File: src/rtl/seg7_pio_avl.sv
// Avalon-MM seven-segment display driver with hex decode, blanking and blinking,
// plus debounced inputs with rising-edge capture and an interrupt. Optional macro: SEG7_DP_EN adds decimal points.
module seg7_pio_avl #(
    parameter int DIGITS       = 6,
    parameter int IN_WIDTH     = 9,
    parameter int DEBOUNCE_CYC = 500000,
    parameter int BLINK_CYC    = 25000000
) (
    input  logic                CLK,
    input  logic                RST,
    input  logic [2:0]          avs_address,
    input  logic                avs_read,
    input  logic                avs_write,
    input  logic [31:0]         avs_writedata,
    output logic [31:0]         avs_readdata,
    output logic                irq,
    input  logic [IN_WIDTH-1:0] IN,
`ifdef SEG7_DP_EN
    output logic [8*DIGITS-1:0] HEX
`else
    output logic [7*DIGITS-1:0] HEX
`endif
);

`ifdef SEG7_DP_EN
    localparam int SEG_W = 8;
`else
    localparam int SEG_W = 7;
`endif
    localparam int DW = (DEBOUNCE_CYC > 2) ? $clog2(DEBOUNCE_CYC) : 1;
    localparam int BW = (BLINK_CYC > 2) ? $clog2(BLINK_CYC) : 1;

    localparam logic [2:0] A_DATA    = 3'd0;
    localparam logic [2:0] A_BLANK   = 3'd1;
    localparam logic [2:0] A_BLINK   = 3'd2;
    localparam logic [2:0] A_IN      = 3'd3;
    localparam logic [2:0] A_EDGE    = 3'd4;
    localparam logic [2:0] A_IRQMASK = 3'd5;
`ifdef SEG7_DP_EN
    localparam logic [2:0] A_DP      = 3'd6;
`endif

    logic [4*DIGITS-1:0]      data_reg;
    logic [DIGITS-1:0]        blank_reg;
    logic [DIGITS-1:0]        blink_reg;
    logic [IN_WIDTH-1:0]      irqmask_reg;
    logic [IN_WIDTH-1:0]      edge_reg;
`ifdef SEG7_DP_EN
    logic [DIGITS-1:0]        dp_reg;
`endif

    logic [IN_WIDTH-1:0]      sync1, sync2, sample_q, deb_q, deb_prev;
    logic [DW-1:0]            deb_cnt;
    logic                     deb_tick;
    logic [BW-1:0]            blink_cnt;
    logic                     phase_on;

    logic [IN_WIDTH-1:0]      edge_clr, edge_rise, agree;
    logic [31:0]              rd_mux;
    logic [SEG_W*DIGITS-1:0]  hex_next;
    logic                     unused_wdata;

    // Only the low bits of each write land in a register; the rest are don't-care.
    assign unused_wdata = ^avs_writedata;

    function automatic logic [6:0] seg_decode(input logic [3:0] n);
        logic [6:0] s;
        case (n)
            4'h0: s = 7'h40;  4'h1: s = 7'h79;  4'h2: s = 7'h24;  4'h3: s = 7'h30;
            4'h4: s = 7'h19;  4'h5: s = 7'h12;  4'h6: s = 7'h02;  4'h7: s = 7'h78;
            4'h8: s = 7'h00;  4'h9: s = 7'h10;  4'hA: s = 7'h08;  4'hB: s = 7'h03;
            4'hC: s = 7'h46;  4'hD: s = 7'h21;  4'hE: s = 7'h06;  default: s = 7'h0e;
        endcase
        return s;
    endfunction

    // Bus handshake: avs_write/avs_read are single-cycle strobes that are always
    // accepted (no waitrequest); read data appears the following cycle, else 0.
    assign deb_tick  = (deb_cnt == DW'(DEBOUNCE_CYC - 1));
    assign agree     = ~(sync2 ^ sample_q);
    assign edge_rise = deb_q & ~deb_prev;
    assign edge_clr  = (avs_write && avs_address == A_EDGE) ? avs_writedata[IN_WIDTH-1:0]
                                                            : '0;

    always_comb begin
        rd_mux = '0;
        case (avs_address)
            A_DATA:    rd_mux[4*DIGITS-1:0] = data_reg;
            A_BLANK:   rd_mux[DIGITS-1:0]   = blank_reg;
            A_BLINK:   rd_mux[DIGITS-1:0]   = blink_reg;
            A_IN:      rd_mux[IN_WIDTH-1:0] = deb_q;
            A_EDGE:    rd_mux[IN_WIDTH-1:0] = edge_reg;
            A_IRQMASK: rd_mux[IN_WIDTH-1:0] = irqmask_reg;
`ifdef SEG7_DP_EN
            A_DP:      rd_mux[DIGITS-1:0]   = dp_reg;
`endif
            default:   rd_mux = '0;
        endcase
    end

    // Blanking outranks blinking, which outranks the hex decode; both darken the DP.
    always_comb begin
        hex_next = '1;
        for (int k = 0; k < DIGITS; k++) begin
            if (blank_reg[k] || (blink_reg[k] && !phase_on)) begin
                hex_next[SEG_W*k +: 7] = 7'h7f;
            end else begin
                hex_next[SEG_W*k +: 7] = seg_decode(data_reg[4*k +: 4]);
`ifdef SEG7_DP_EN
                hex_next[SEG_W*k + 7] = ~dp_reg[k];
`endif
            end
        end
    end

    always_ff @(posedge CLK) begin
        if (RST) begin
            data_reg     <= '0;
            blank_reg    <= '1;
            blink_reg    <= '0;
            irqmask_reg  <= '0;
            edge_reg     <= '0;
`ifdef SEG7_DP_EN
            dp_reg       <= '0;
`endif
            avs_readdata <= '0;
            irq          <= 1'b0;
            HEX          <= '1;
        end else begin
            if (avs_write) begin
                case (avs_address)
                    A_DATA:    data_reg    <= avs_writedata[4*DIGITS-1:0];
                    A_BLANK:   blank_reg   <= avs_writedata[DIGITS-1:0];
                    A_BLINK:   blink_reg   <= avs_writedata[DIGITS-1:0];
                    A_IRQMASK: irqmask_reg <= avs_writedata[IN_WIDTH-1:0];
`ifdef SEG7_DP_EN
                    A_DP:      dp_reg      <= avs_writedata[DIGITS-1:0];
`endif
                    default: ;
                endcase
            end
            // A same-cycle rising edge overrides the W1C clear.
            edge_reg     <= (edge_reg & ~edge_clr) | edge_rise;
            irq          <= |(edge_reg & irqmask_reg);
            avs_readdata <= avs_read ? rd_mux : '0;
            HEX          <= hex_next;
        end
    end

    always_ff @(posedge CLK) begin
        if (RST) begin
            sync1     <= '0;
            sync2     <= '0;
            sample_q  <= '0;
            deb_q     <= '0;
            deb_prev  <= '0;
            deb_cnt   <= '0;
            blink_cnt <= '0;
            phase_on  <= 1'b1;
        end else begin
            sync1    <= IN;
            sync2    <= sync1;
            deb_prev <= deb_q;
            deb_cnt  <= deb_tick ? '0 : deb_cnt + 1'b1;
            // A bit follows the input only once two consecutive samples agree.
            if (deb_tick) begin
                sample_q <= sync2;
                deb_q    <= (deb_q & ~agree) | (sync2 & agree);
            end
            if (blink_cnt == BW'(BLINK_CYC - 1)) begin
                blink_cnt <= '0;
                phase_on  <= ~phase_on;
            end else begin
                blink_cnt <= blink_cnt + 1'b1;
            end
        end
    end

endmodule

File: config.mk
export PLATFORM = sky130hd
export DESIGN_NAME = seg7_pio_avl
export DESIGN_NICKNAME = d
export VERILOG_FILES = /design/src/rtl/seg7_pio_avl.sv
export SDC_FILE = /design/constraint.sdc
export NUM_CORES = 1
export LEC_CHECK = 0
export ABC_AREA = 1
export CAP_MARGIN = 10
export CORE_AREA = 2 2 132 134
export CTS_BUF_LIST = sky130_fd_sc_hd__clkbuf_4 sky130_fd_sc_hd__clkbuf_8 sky130_fd_sc_hd__clkbuf_16
export DETAILED_ROUTE_END_ITERATION = 10
export DIE_AREA = 0 0 134 136
export GPL_TIMING_DRIVEN = 0
export PLACE_DENSITY_LB_ADDON = 0.05
export SKIP_LAST_GASP = 1
export SLEW_MARGIN = 20
export SYNTH_ARGS = -nofsm -noshare
export SYNTH_HDL_FRONTEND = slang
export SYNTH_SLANG_ARGS = --single-unit
File: constraint.sdc
create_clock -name CLK -period 2 [get_ports CLK]
set_clock_uncertainty 0.1 [all_clocks]
set_input_delay 0.3 -clock CLK [delete_from_list [all_inputs] [get_ports CLK]]
set_output_delay 0.3 -clock CLK [all_outputs]
set_load 0.01 [all_outputs]
==> summary.txt <==
Power per standard cell area = 848 nW/µm²
Fin worst setup slack = 0.0752 ns
TritonCTS clock tree = yes
# hold bufs at CTS = 0
R2R Path Start = phase_on$_SDFFE_PP1N_
Standard cell area after detailed placement = 10,400 µm²
Max clock buf depth = 3
DP Worst Slack = -0.383 ns
Via count of the first global-routing pass = 7,255
Register name with the most flops = HEX
Placer Congestion = 0.942
Start point of the critical path = phase_on$_SDFFE_PP1N_
Number of diodes = 0
Commonest non-fill, non-tap cell in the layout = dfxtp_1
Biggest registers after layout = HEX (42), blink_cnt (25)
Fraction of final layout cells sized beyond drive strength 1 = 7.67%
Fraction of the mapped netlist area in compound gates = 16.2%
Worst Path Arrival = 2.12 ns
Die Outline Area = 18,200 µm²
Leakage = 4.23 nW
Worst-path fanout max = 7
Status = finished, final reports clean
Commonest non-fill, non-tap cells in the layout = dfxtp_1 (210), nand2_1 (195), nor2_1 (140)
Quantity of I/O buffers inserted on ports = 106
Post-synthesis sequential element count = 211
Sum Neg Setup Slack = 0 ns
First-pass GRT wire length = 35,300 µm
Area fraction in and, or, nand and nor cells after synthesis = 21.6%
Overall die width = 134 µm
Critical Path Source Type = register
Total GRT Usage = 23.5%
Largest voltage drop on the vdd net = 0.000767 V
Final-report setup violation count = 0
Met2 track demand over resource in global routing = 38.5%
DRT Pass-1 Iters = 5
Core Util, Final = 66.6%
Met1 layer usage reported by global route = 32.3%
Area share of the leading cell type in the synthesized netlist = 46.9%
Achievable clock frequency = 0.520 GHz
Top cells by area, synth = dfxtp_1 (47%), nand2_1 (8.1%), nor2_1 (5.8%)
Cell area after technology mapping = 9010 µm²
Leading area contributor after synthesis = dfxtp_1
DRC errors left = 0
Routed Wire Length = 21,500 µm
Required time of the worst setup path = 2.20 ns
Worst setup path category = register to register
Share of the synthesized netlist area taken by xor and xnor gates = 1.46%
GR Layer Usage met3 = 3.09%
Mean number of vias per cell = 5.18
Largest family of logic cells by synthesized area = simple AND/OR/NAND/NOR gates
WL per Instance = 14.0 µm
Clock Sink Count = 211
Core footprint = 16,900 µm²
Setup fix buffers added after clock tree synthesis = 0
Slowest-stage cell, CP = a211oi_1
Register area share after synthesis = 46.9%
Post-synthesis share of cell area spent on full adders, half adders and majority gates = 5.28%
Endpoints failing hold = 0
Number of max-slew violations in the final report = 0
Die Span Y = 136 µm
Number of maximum-capacitance constraint violations = 0
Post-route cell area = 11,200 µm²
Crit. End Element = register
Most heavily used metal layer in global routing = met2
Hold path startpoint = IN[0]
Slew @ Worst Pin = 1.01 ns
Clock root buffer = clkbuf_16
Unrepaired setup endpoints after global routing = true
Tmin final = 1.92 ns
Part of the cycle the worst path needs = 96.2%
Largest net degree at the start of global routing = 14
FP Rows = 48
Total overflow reported by the global router = 0
Dpl hpwl = 15,400 µm
Ordered cell list for the critical path = inv_1 -> a211oi_1 -> o311ai_0
Peak per-stage delay on the critical path = 0.84 ns
Detailed Route Iter0 Violations = 526
Total of fill cells in the finished design = 1,480
Area growth from synthesis to final layout = 24.7%
Number of instances in the synthesized netlist = 1,163
Max_slew headroom = 32.5%
Warning count from the yosys run = 0
Path class of the lowest-slack min-delay path = primary input to register
CTS clock-pin slew for the worst setup and hold paths = 0.06 ns
Syn Area/Cell = 7.75 µm²
Number of library cell types mapped by synthesis = 41
Flip-flop count of the largest register after layout = 42
# IOs = 123
Total Nets Final = 1,387
Number of buffers inserted during clock tree synthesis = 23
Min Hold Slack = 0.214 ns
Post-route ant nets = 0
WP buf/inv = 1
Insertion delay to the later sink of the worst-skew pair = 0.50 ns
Mux share of post-synthesis cell area = 0%
Family of cells with the greatest summed delay on the critical path = compound AO/OA/AOI/OAI gates
Starting Density = 53.4%
Deepest level of the CTS H-tree = 1
Antenna violations before repair = 0
Via count = 7,993
[Yosys cell counts]
master,count
a211oi_1,10
a21oi_1,103
a21oi_2,1
a22oi_1,2
a31oi_1,2
and3_1,1
buf_1,1
buf_2,11
buf_4,10
buf_6,5
clkbuf_1,20
clkinv_1,1
conb_1,1
dfxtp_1,211
ha_1,38
inv_1,127
inv_2,7
nand2_1,195
nand2_2,2
nand2_4,1
nand3_1,77
nand3_2,4
nand3b_1,4
nand4_1,9
nor2_1,140
nor2_2,7
nor2_4,2
nor3_1,7
nor3_2,2
nor3b_1,1
o211ai_1,19
o21ai_0,96
o21ai_1,2
o21ai_2,4
o21bai_1,1
o22ai_1,11
o311ai_0,10
or2_0,1
or2_2,2
xnor2_1,6
xor2_1,9
[worst register-to-register path, delay by kind of cell, from the launching register on]
kind	cells	cell delay (ns)
compound gates	2	1.17
flops	1	0.32
buf+inv	1	0.14
[layout make-up]
class / instances / area [µm²] / area share, %
flip-flops and latches: 211 / 4230 / 37.6
multi-input cells: 777 / 4050 / 36.0
repair buffers: 106 / 1060 / 9.44
clock buffers: 31 / 673 / 5.99
inverters: 135 / 507 / 4.51
well taps: 225 / 282 / 2.51
plain buffers: 47 / 265 / 2.36
clock inverters: 10 / 175 / 1.56
[through the flow]
step / total power [mW] / std cells
floorplan: 4.72 / 1170
global placement: 4.94 / 1501
detailed placement: 4.95 / 1501
CTS: 9.60 / 1542
global route: 9.86 / 1542
finish: 9.53 / 1542
[kinds of logic after synthesis]
family          Yosys count
flops                   211
buf+inv                 182
simple gates            455
compound gates          261
xor+xnor                 15
other cells               1
fa+ha+maj                38
[path summary, 6_finish.rpt]
| check | end | slack (ns) | depth (start not counted) |
|---|---|---|---|
| worst max-delay path | HEX[24]$_SDFF_PP1_ | 0.08 | 3 |
| worst min-delay path | sync1[0]$_SDFF_PP0_ | 0.21 | 3 |
| worst max register to register | HEX[24]$_SDFF_PP1_ | 0.08 | 3 |
| worst min register to register | sync2[8]$_SDFF_PP0_ | 0.30 | 2 |
[what timing repair did]
item	4_1_cts	5_1_grt
gates resized for setup	0	2
endpoints found under the setup margin	0	27
hold endpoints to repair	0	0
[layer usage]
layer	vias up	part of all wire [%]
li1	4079	-
met1	3653	46
met2	218	46
met3	43	5.4
met4	0	2.7
met5	-	0
[report_power, final]
group | internal, mW | switching (mW)
clock network | 2.99 | 1.67
registers | 4.28 | 0.0461
logic | 0.221 | 0.316
total | 7.50 | 2.03
Note: power is estimated with default switching activity, not from simulation.
